==> config.mk <==
export PLATFORM = sky130hd
export DESIGN_NAME = stopwatch_tick_counter
export DESIGN_NICKNAME = d
export VERILOG_FILES = /design/src/rtl/stopwatch_tick_counter.sv
export SDC_FILE = /design/constraint.sdc
export NUM_CORES = 1
export LEC_CHECK = 0
export CAP_MARGIN = 20
export CELL_PAD_IN_SITES_DETAIL_PLACEMENT = 1
export CELL_PAD_IN_SITES_GLOBAL_PLACEMENT = 1
export CORE_ASPECT_RATIO = 1.4
export CORE_MARGIN = 4
export CORE_UTILIZATION = 34
export DETAILED_ROUTE_END_ITERATION = 10
export PLACE_DENSITY = 0.73
export SYNTH_ARGS = -nofsm -noshare
export SYNTH_HDL_FRONTEND = slang
export SYNTH_SLANG_ARGS = --single-unit
==> constraint.sdc <==
create_clock -name clock -period 1.3 [get_ports clock]
set_input_delay 0.26 -clock clock [delete_from_list [all_inputs] [get_ports clock]]
set_output_delay 0.26 -clock clock [all_outputs]
set_load 0.02 [all_outputs]
==> src/rtl/stopwatch_tick_counter.sv <==
// Synchronizes the divided clock into a one-cycle tick and runs an MM:SS BCD
// stopwatch (00:00-59:59) under a start/stop/clear state machine.
module stopwatch_tick_counter #(
   parameter int SYNC_STAGES = 2
) (
   input  logic       clock,
   input  logic       reset,
   input  logic       div_clock,
   input  logic       start_stop,
   input  logic       clear,
   output logic       tick,
   output logic       running,
   output logic [3:0] sec_ones,
   output logic [3:0] sec_tens,
   output logic [3:0] min_ones,
   output logic [3:0] min_tens,
   output logic       rollover
);

   localparam logic [2:0] ARM_LAST = 3'(SYNC_STAGES);

   typedef enum logic [1:0] {
      STOPPED = 2'd0,
      RUNNING = 2'd1,
      PAUSED  = 2'd2
   } state_t;

   state_t                 state;
   logic [SYNC_STAGES-1:0] s;
   logic                   prev;
   logic                   armed;
   logic [2:0]             arm_cnt;

   // armed holds off edge detection until the sync chain and prev have
   // filled, so a div_clock already high at reset release is not a tick.
   always_ff @(posedge clock) begin
      if (reset) begin
         s       <= '0;
         prev    <= 1'b0;
         armed   <= 1'b0;
         arm_cnt <= 3'd0;
         tick    <= 1'b0;
      end else begin
         s    <= {s[SYNC_STAGES-2:0], div_clock};
         prev <= s[SYNC_STAGES-1];
         tick <= s[SYNC_STAGES-1] & ~prev & armed;
         if (!armed) begin
            if (arm_cnt == ARM_LAST) armed <= 1'b1;
            else                     arm_cnt <= arm_cnt + 3'd1;
         end
      end
   end

   always_ff @(posedge clock) begin
      if (reset) begin
         state    <= STOPPED;
         sec_ones <= 4'd0;
         sec_tens <= 4'd0;
         min_ones <= 4'd0;
         min_tens <= 4'd0;
         rollover <= 1'b0;
      end else begin
         rollover <= 1'b0;
         if (clear) begin
            state    <= STOPPED;
            sec_ones <= 4'd0;
            sec_tens <= 4'd0;
            min_ones <= 4'd0;
            min_tens <= 4'd0;
         end else begin
            // Count on the current state, so a tick during a pause request
            // still counts and one during a resume request does not.
            if (state == RUNNING && tick) begin
               if (sec_ones != 4'd9) sec_ones <= sec_ones + 4'd1;
               else begin
                  sec_ones <= 4'd0;
                  if (sec_tens != 4'd5) sec_tens <= sec_tens + 4'd1;
                  else begin
                     sec_tens <= 4'd0;
                     if (min_ones != 4'd9) min_ones <= min_ones + 4'd1;
                     else begin
                        min_ones <= 4'd0;
                        if (min_tens != 4'd5) min_tens <= min_tens + 4'd1;
                        else begin
                           min_tens <= 4'd0;
                           rollover <= 1'b1;
                        end
                     end
                  end
               end
            end
            if (start_stop) state <= (state == RUNNING) ? PAUSED : RUNNING;
         end
      end
   end

   assign running = (state == RUNNING);

endmodule

==> results.txt, run 1 <==
#FFs+latches synth: 27
post-DP HPWL: 2.36 mm
fraction of layout cells with a size suffix above 1: 0.453
die area: 4540 um2
Rows: 25
DR vias: 1,124
dpl cell area: 1710 um2
first-pass GRT wire length: 5.49 mm
post-synth cell types: 37
cell taking the most area after synthesis: dfxtp_1
WL/cell: 14.0 um
f_max: 691 MHz
post-route ant nets: 0
nets@finish: 198
Arrival @ worst endpoint: 1.66 ns
fillers: 420
hold worst-path end: s[1]
peak supply drop: 0.683 mV
HP Class: reg2reg
hold_ws: 0.463 ns
final design instance area without fill: 1870 um2
status: finished, violations left
H-Tree Depth: 1
Synth Cell Area: 1200 um2
Final Cycle Share: 1.11
pin count of the biggest net entering global routing: 15
Tmin final: 1.45 ns
most frequent cell after synthesis: dfxtp_1
ANT cells: 0
Hold Crit Start: s[0]
PwrDens: 901 nW/um2
total clock sinks: 27
final worst slack: -0.147 ns
GPL Wtd Cong: 0.805
worst clock skew: 0.00590 ns
worst r2r path cells: 5
GRT Overall Usage: 0.153
Worst setup EP type: flip-flop
gr ovfl total: 0
reg-to-reg critical path endpoint: min_tens[0]
failing checks: negative setup slack
Core ar.: 3380 um2
DRT Wirelength: 3.21 mm
Area growth syn-to-layout: 56.0%
fin cells: 230
CTS tree: built
CP required: 1.52 ns
Ys Warns: 0
clk buf depth: 2
top-area cell type share of the netlist area: 0.452
Critical Path Start Type: flip-flop
initial antenna violation count: 0
Root Driver: clkbuf_8
Port Buffers: 23
max-slew violation count: 0
clk_lat worst skew: 0.27 ns
# IOs: 24
initial core utilization: 0.354
Slew HR: 0.826
Mapped Cells: 127
chip width: 58.1 um
Worst-Margin Slew: 0.259 ns
area of the multi-input gates: 711 um2
number of DRC violations after detailed-routing iteration 0: 11
reg2reg start: state[1]
largest cells by area after synthesis: dfxtp_1, nor2_1, a21oi_1
worst hold stages: 1
Util after Layout: 0.552
iteration count of the initial detailed-routing pass: 4
EDFF count, synth: 0
ys flop type: dfxtp_1
final hold viol count: 0
sequential area share after synthesis: 0.452
Mapped Nets: 134
vias in the first global route: 1,240
worst setup path class: reg2reg
maxcap violations: 0
placed cell count: 216
CTS clock-pin slew for the worst setup and hold paths: 0.10 ns
RSZ-0062 raised after global routing: true
register area: 561 um2
Setup Viol. Count Final: 12
mean area per synthesized cell: 9.42 um2
CP Max Fanout: 5
Num CTS Buffers: 3
Post-synth top cells: dfxtp_1, nor2_1, a21oi_1
Chip Height: 78.2 um
r2r setup slk: -0.15 ns
ys async rst share: 0
leakage power: 0.839 nW
drt via density: 4.89
# DRC: 0
==> state kept, by name, indices dropped and copies added (netlist names) <==
name and flops:
sec_tens 4, armed 1, tick 1, arm_cnt 3, min_tens 4, sec_ones 4
prev 1, rollover 1, s 2, min_ones 4, state 2
==> layout by cell type, fill, tap and decap left out, types with 2 or more instances in the layout <==
| cell | netlist | final |
|---|---|---|
| nand2_1 | 5 | 4 |
| mux2i_1 | 4 | 4 |
| and4bb_2 | 1 | 2 |
| xor2_2 | 0 | 2 |
| clkbuf_8 | 0 | 3 |
| dfxtp_2 | 0 | 13 |
| nor2b_1 | 8 | 8 |
| nand4_4 | 2 | 2 |
| buf_6 | 0 | 4 |
| ha_1 | 2 | 2 |
| or3_1 | 2 | 2 |
| clkdlybuf4s50_1 | 0 | 4 |
| o21ai_0 | 6 | 5 |
| and2b_2 | 2 | 2 |
| dfxtp_1 | 27 | 13 |
| dlygate4sd2_1 | 0 | 9 |
| a21oi_1 | 12 | 9 |
| nand2b_1 | 3 | 3 |
| nor2_1 | 18 | 18 |
| nand3_2 | 0 | 2 |
| clkbuf_2 | 0 | 6 |
| buf_4 | 0 | 36 |
| buf_2 | 1 | 2 |
| inv_1 | 4 | 4 |
| a211oi_1 | 2 | 2 |
| xnor2_1 | 3 | 3 |
| a21oi_2 | 0 | 2 |
==> through the flow <==
stage	worst slack, ns	power (mW)	TNS (ns)
finish	-0.147	1.68	-0.740
global route	-0.245	1.77	-1.82
CTS	-0.142	1.64	-0.841
detailed placement	-0.268	1.15	-2.50
global placement	-0.204	1.12	-1.92
floorplan	-0.173	1.06	-0.432
==> cell families after synthesis <==
family                     after synthesis  share of synthesized area
DFF                                     27                      0.452
adders and majority gates                2                     0.0209
xor gates and xnor gates                 6                     0.0439
buffers and inverters                    7                     0.0230
muxes                                    4                     0.0335
and+or+nand+nor                         59                      0.325
AOI/OAI and AO/OA                       22                      0.101
==> critical path, stage by stage (launching register included) <==
cell and delay [ns]:
dfxtp_2 0.34, and4b_1 0.25, buf_6 0.13, nand4_4 0.12, or4_4 0.44, a21oi_2 0.11
==> cell type report <==
| class | instances | share of cell area |
|---|---|---|
| multi-input combinational | 93 | 0.381 |
| inverter | 4 | 0.00805 |
| timing repair buffer | 62 | 0.260 |
| sequential | 27 | 0.300 |
| tap | 40 | 0.0268 |
| clock buffer | 4 | 0.0241 |
==> worst max path at each step <==
| stage | depth (start not counted) | startpoint | slack, ns | endpoint |
|---|---|---|---|---|
| after floorplan | 4 | sec_ones[1] | -0.17 | min_tens[0] |
| after CTS | 5 | state[1] | -0.14 | min_tens[2] |
| after global placement | 3 | reset | -0.20 | rollover |
| after detailed placement | 3 | reset | -0.27 | rollover |
| after global routing | 6 | state[1] | -0.25 | min_tens[0] |
| final | 5 | state[1] | -0.15 | min_tens[0] |
==> per-layer routing <==
metal / vias to the layer above / GRT usage / part of all wire
li1: 567 / - / -
met1: 540 / 0.183 / 0.43
met2: 15 / 0.277 / 0.54
met3: 2 / 0.0214 / 0.028
met4: 0 / 0.0418 / 0.0047
met5: - / 0 / 0
==> report_power, final <==
| part | internal, mW | switching [mW] | total, mW | leakage, nW |
|---|---|---|---|---|
| Clock | 0.220 | 0.276 | 0.496 | 0.0228 |
| Sequential | 0.873 | 0.0357 | 0.908 | 0.226 |
| Combinational | 0.143 | 0.134 | 0.277 | 0.590 |
| Total | 1.24 | 0.445 | 1.68 | 0.839 |
==> timing repair <==
item / in CTS / in global routing
gates resized for setup: 43 / 22
setup endpoints to repair: 31 / 28
hold buffers: 0 / 0
setup buffers: 7 / 3
pin swaps: 12 / 9
Note: power is estimated with default switching activity, not from simulation.
==> inputs of run 2 (changes only) <==
PLACE_DENSITY = 0.84   (was 0.73)
==> results.txt, run 2 (synthesized netlist as in run 1, its figures left out) <==
final worst slack: -0.148 ns (-0.000942 ns)
leakage power: 0.792 nW (-5.6%)
Area growth syn-to-layout: 54.3%
final design instance area without fill: 1850 um2 (-1.1%)
Worst setup EP type: flip-flop
worst setup path class: reg2reg
WL/cell: 14.6 um (+4.9%)
PwrDens: 890 nW/um2 (-1.2%)
HP Class: reg2reg
reg2reg start: sec_tens[3]
r2r setup slk: -0.15 ns (about the same)
Hold Crit Start: s[0]
fin cells: 225 (-2.2%)
peak supply drop: 0.674 mV (-1.4%)
Core ar.: 3380 um2 (unchanged)
Critical Path Start Type: flip-flop
CTS clock-pin slew for the worst setup and hold paths: 0.10 ns (about the same)
sw frac: 0.258 (-0.00670)
iteration count of the initial detailed-routing pass: 4 (unchanged)
initial antenna violation count: 0 (unchanged)
pin count of the biggest net entering global routing: 16 (+1)
number of DRC violations after detailed-routing iteration 0: 15 (+4)
worst hold stages: 1 (unchanged)
final hold viol count: 0 (unchanged)
most common cell after layout, fill and taps aside: buf_4
met2 usage in global routing: 0.288 (+0.0113)
status: finished, violations left
Final Cycle Share: 1.11 (about the same)
fillers: 385 (-8.3%)
Clock power frac: 0.293 (-0.002)
# IOs: 24 (unchanged)
routing usage on met3: 0.0197 (-0.00164)
clk buf depth: 2 (unchanged)
Arrival @ worst endpoint: 1.67 ns (about the same)
Flop pwr share: 0.550 (+0.010)
ANT cells: 0 (unchanged)
dpl cell area: 1710 um2 (unchanged)
H-Tree Depth: 1 (unchanged)
DRT Wirelength: 3.29 mm (+2.6%)
maxcap violations: 0 (unchanged)
hold worst-path end: s[1]
gr ovfl total: 0 (unchanged)
Worst-Margin Slew: 0.245 ns (-0.0136 ns)
Tmin final: 1.45 ns (+0.000942 ns)
most frequent cells in the layout: buf_4, nor2_1, dfxtp_2, dfxtp_1
Rows: 25 (unchanged)
nets@finish: 193 (-2.5%)
drt via density: 4.94 (+1.0%)
clk_lat worst skew: 0.27 ns (about the same)
register area: 564 um2 (+0.67%)
Pint: 1.22 mW (-1.4%)
DR vias: 1,111 (-1.2%)
total clock sinks: 27 (unchanged)
GR Util met1: 0.159 (-0.0239)
Gate power share: 0.156 (-0.009)
# DRC: 0 (unchanged)
vias in the first global route: 1,229 (-0.89%)
reg-to-reg critical path endpoint: min_tens[2]
Slew HR: 0.835 (+0.00882)
first-pass GRT wire length: 5.46 mm (-0.51%)
die area: 4540 um2 (unchanged)
GPL Wtd Cong: 0.757 (-6.0%)
Num CTS Buffers: 3 (unchanged)
NetSw: 0.424 mW (-4.8%)
area of the multi-input gates: 709 um2 (-0.18%)
worst r2r path cells: 4 (-1)
max-slew violation count: 0 (unchanged)
Port Buffers: 23 (unchanged)
fraction of layout cells with a size suffix above 1: 0.459 (+0.00683)
CTS tree: built
f_max: 690 MHz (about the same)
post-DP HPWL: 2.49 mm (+5.6%)
worst clock skew: 0.00524 ns (-0.000660 ns)
Setup Viol. Count Final: 10 (-2)
chip width: 58.1 um (unchanged)
Root Driver: clkbuf_8
initial core utilization: 0.354 (unchanged)
busiest grt layer: met2
Chip Height: 78.2 um (unchanged)
post-route ant nets: 0 (unchanged)
GRT Overall Usage: 0.152 (-0.000872)
RSZ-0062 raised after global routing: true
placed cell count: 216 (unchanged)
failing checks: negative setup slack
CP Max Fanout: 5 (unchanged)
CP required: 1.52 ns (about the same)
run 2: cell types whose count changed in the layout (fill, tap and decap cells not counted), sizes merged:
| cell | before | now |
|---|---|---|
| dlygate4sd2 | 9 | 7 |
| clkinv | 0 | 1 |
| clkbuf | 10 | 9 |
| buf | 42 | 36 |
| clkdlybuf4s15 | 1 | 4 |
run 2: worst max path at each step:
| stage | end | slack, ns | startpoint | cells past startpoint |
|---|---|---|---|---|
| 2_1_floorplan | min_tens[0] | -0.17 | sec_ones[1] | 4 |
| 3_3_place_gp | min_tens[0] | -0.15 | sec_ones[1] | 4 |
| 3_5_place_dp | min_tens[0] | -0.18 | sec_ones[1] | 4 |
| 4_1_cts | min_tens[0] | -0.15 | state[1] | 5 |
| 5_1_grt | sec_ones[3] | -0.22 | state[1] | 7 |
| 6_report | min_tens[2] | -0.15 | sec_tens[3] | 4 |
run 2: layout make-up:
| cell class | instances | share of cell area |
|---|---|---|
| clock buffer | 3 | 0.0224 |
| clock inverter | 1 | 0.00271 |
| inverter | 4 | 0.00814 |
| multi-input combinational | 93 | 0.384 |
| sequential | 27 | 0.306 |
| tap | 40 | 0.0271 |
| timing repair buffer | 57 | 0.249 |
run 2: layer usage:
metal / up-vias / wire length (um)
met5: - / 0
li1: 552 / -
met3: 8 / 91
met4: 0 / 73
met2: 22 / 1890
met1: 529 / 1240
run 2: per-stage QoR:
| step | utilization | total power [mW] | TNS (ns) | setup WS, ns | hold slack (ns) |
|---|---|---|---|---|---|
| 2_1_floorplan | - | 1.06 | -0.432 | -0.173 | 0.332 |
| 3_3_place_gp | 0.505 | 1.13 | -1.81 | -0.145 | 0.439 |
| 3_5_place_dp | 0.505 | 1.15 | -2.62 | -0.183 | 0.443 |
| 4_1_cts | 0.529 | 1.64 | -0.808 | -0.148 | 0.466 |
| 5_1_grt | 0.546 | 1.74 | -1.94 | -0.223 | 0.467 |
| 6_report | 0.546 | 1.64 | -0.946 | -0.148 | 0.460 |
run 2: timing repair:
action,4_1_cts,5_1_grt
setup buffers,1,4
hold buffers,0,0
pin swaps,7,17
endpoints found under the setup margin,32,27
resized for setup,45,27
run 2: worst max-delay path: stages, from the launching register on:
cell and delay [ns]:
dfxtp_4 0.37, and4bb_2 0.34, nand4_4 0.14, or3b_1 0.42, a21oi_2 0.12
run 2: power groups by stage:
stage	logic [mW]	registers [mW]	clock network, mW
floorplan	0.137	0.919	0
global placement	0.212	0.917	0
detailed placement	0.233	0.922	0
CTS	0.242	0.905	0.497
global route	0.291	0.912	0.534
finish	0.257	0.904	0.482
==> inputs of run 3 (changes only) <==
CORE_UTILIZATION = 40   (was 34)
PLACE_DENSITY = 0.91   (was 0.84)
clock period = 1.8 ns   (was 1.3 ns; I/O delays follow)
==> results.txt, run 3 (synthesized netlist as in run 1, its figures left out) <==
CP startpoint: min_ones[2]
CTS clock-pin slew for the worst setup and hold paths: 0.09 ns (about the same)
# IOs: 24 (unchanged)
reg-to-reg critical path endpoint: min_tens[0]
register area: 541 um2 (-4.2%)
final hold viol count: 0 (unchanged)
ANT cells: 0 (unchanged)
max-slew violation count: 0 (unchanged)
Slowest-stage cell, CP: clkdlybuf4s50_1
Final Cycle Share: 0.964
Met2 Routed Length: 1.73 mm (-8.8%)
Critical Path Start Type: flip-flop
f_max: 576 MHz
clk buf depth: 2 (unchanged)
slowest stage delay, CP: 0.65 ns (+0.23 ns)
worst setup path class: reg2out
initial core utilization: 0.416 (+0.0616)
Final TNS setup: 0 ns (+0.946 ns)
gr ovfl total: 0 (unchanged)
DRT Wirelength: 2.95 mm (-11%)
CP required: 1.44 ns (-0.08 ns)
M1 WL: 1.12 mm (-9.8%)
pin count of the biggest net entering global routing: 20 (+4)
RSZ-0062 raised after global routing: false
Worst-Margin Slew: 0.428 ns (+0.183 ns)
clk_lat worst skew: 0.27 ns (about the same)
maxcap violations: 0 (unchanged)
CTS tree: built
number of DRC violations after detailed-routing iteration 0: 12 (-3)
Arrival @ worst endpoint: 1.38 ns (-0.29 ns)
GPL Wtd Cong: 0.743 (-1.7%)
Slew HR: 0.715 (-0.120)
iteration count of the initial detailed-routing pass: 3 (-1)
Area growth syn-to-layout: 27.3%
Setup Viol. Count Final: 0 (-10)
hold_ws: 0.447 ns (-0.0128 ns)
reg2reg start: sec_ones[0]
Chip Height: 72.7 um (-7.0%)
GRT Overall Usage: 0.168 (+0.0157)
Hold Crit Start: s[0]
drt via density: 5.32 (+7.8%)
Util after Layout: 0.529 (-0.0172)
chip width: 54.2 um (-6.7%)
worst hold stages: 1 (unchanged)
CP top delay family: buffers and inverters
area of the multi-input gates: 628 um2 (-11%)
WL/cell: 15.6 um (+6.5%)
DR vias: 1,006 (-9.5%)
worst clock skew: 0.00587 ns (+0.000632 ns)
PwrDens: 751 nW/um2 (-16%)
initial antenna violation count: 0 (unchanged)
Tmin final: 1.74 ns
status: finished, final reports clean
buffers and inverters on the worst path: 1 (+1)
nets@finish: 160 (-17%)
# DRC: 0 (unchanged)
vias in the first global route: 1,111 (-9.6%)
H-Tree Depth: 1 (unchanged)
crit-path cells: clkdlybuf4s50_1
CP Max Fanout: 8 (+3)
highest metal used: met4
post-DP HPWL: 2.23 mm (-10%)
Root Driver: clkbuf_8
fraction of layout cells with a size suffix above 1: 0.0921 (-0.367)
met3 wire length: 83 um (-8.8%)
r2r setup slk: 0.14 ns (+0.29 ns)
most common cell after layout, fill and taps aside: dfxtp_1
first-pass GRT wire length: 4.91 mm (-10%)
most frequent cells in the layout: dfxtp_1, nor2_1, clkdlybuf4s50_1, a21oi_1, nor2b_1
fillers: 357 (-7.3%)
Rows: 23 (-8.0%)
worst r2r path cells: 4 (unchanged)
Worst setup EP type: output pin
Num CTS Buffers: 3 (unchanged)
die area: 3940 um2 (-13%)
post-route ant nets: 0 (unchanged)
peak supply drop: 0.412 mV (-39%)
hold worst-path end: s[1]
total clock sinks: 27 (unchanged)
leakage power: 0.634 nW (-20%)
Core ar.: 2880 um2 (-15%)
HP Class: reg2reg
hold_buf cts: 0 (unchanged)
Port Buffers: 23 (unchanged)
==> run 3: timing repair <==
action                     4_1_cts  5_1_grt
gates resized for setup          1        4
setup endpoints to repair        1        4
setup buffers                    0        0
==> run 3: power by group <==
part | total, mW | internal (mW) | switching (mW) | leakage (nW)
Combinational | 0.146 | 0.0639 | 0.0819 | 0.390
Sequential | 0.661 | 0.632 | 0.0290 | 0.219
Clock | 0.337 | 0.155 | 0.183 | 0.0255
Total | 1.14 | 0.851 | 0.294 | 0.634
==> run 3: how the worst max path moves through the flow <==
stage | endpoint | slack, ns | cells after the start
floorplan | min_tens[0] | 0.22 | 5
global placement | rollover | 0.20 | 3
detailed placement | running | 0.15 | 2
CTS | sec_tens[1] | 0.007 | 1
global route | running | 0.009 | 2
finish | min_ones[2] | 0.06 | 1
==> run 3: metal layers <==
layer  track usage  vias up
met3        0.0184        2
li1              -      493
met2         0.326       16
met1         0.172      495
met4        0.0609        0
met5             0        -
==> run 3: area by class of cell <==
type | instances | share of cell area
timing repair buffer | 24 | 0.162
clock buffer | 3 | 0.0271
tap | 37 | 0.0304
sequential | 27 | 0.355
multi-input combinational | 93 | 0.412
clock inverter | 1 | 0.00329
inverter | 4 | 0.00986
==> run 3: stage by stage <==
| stage | power (mW) | std cells | cell area (um2) | setup WS [ns] |
|---|---|---|---|---|
| final | 1.14 | 189 | 1520 | 0.0641 |
| after floorplan | 0.764 | 127 | 1200 | 0.222 |
| after global routing | 1.20 | 189 | 1520 | 0.00864 |
| after detailed placement | 0.817 | 185 | 1470 | 0.147 |
| after global placement | 0.791 | 185 | 1470 | 0.201 |
| after CTS | 1.16 | 189 | 1510 | 0.00732 |
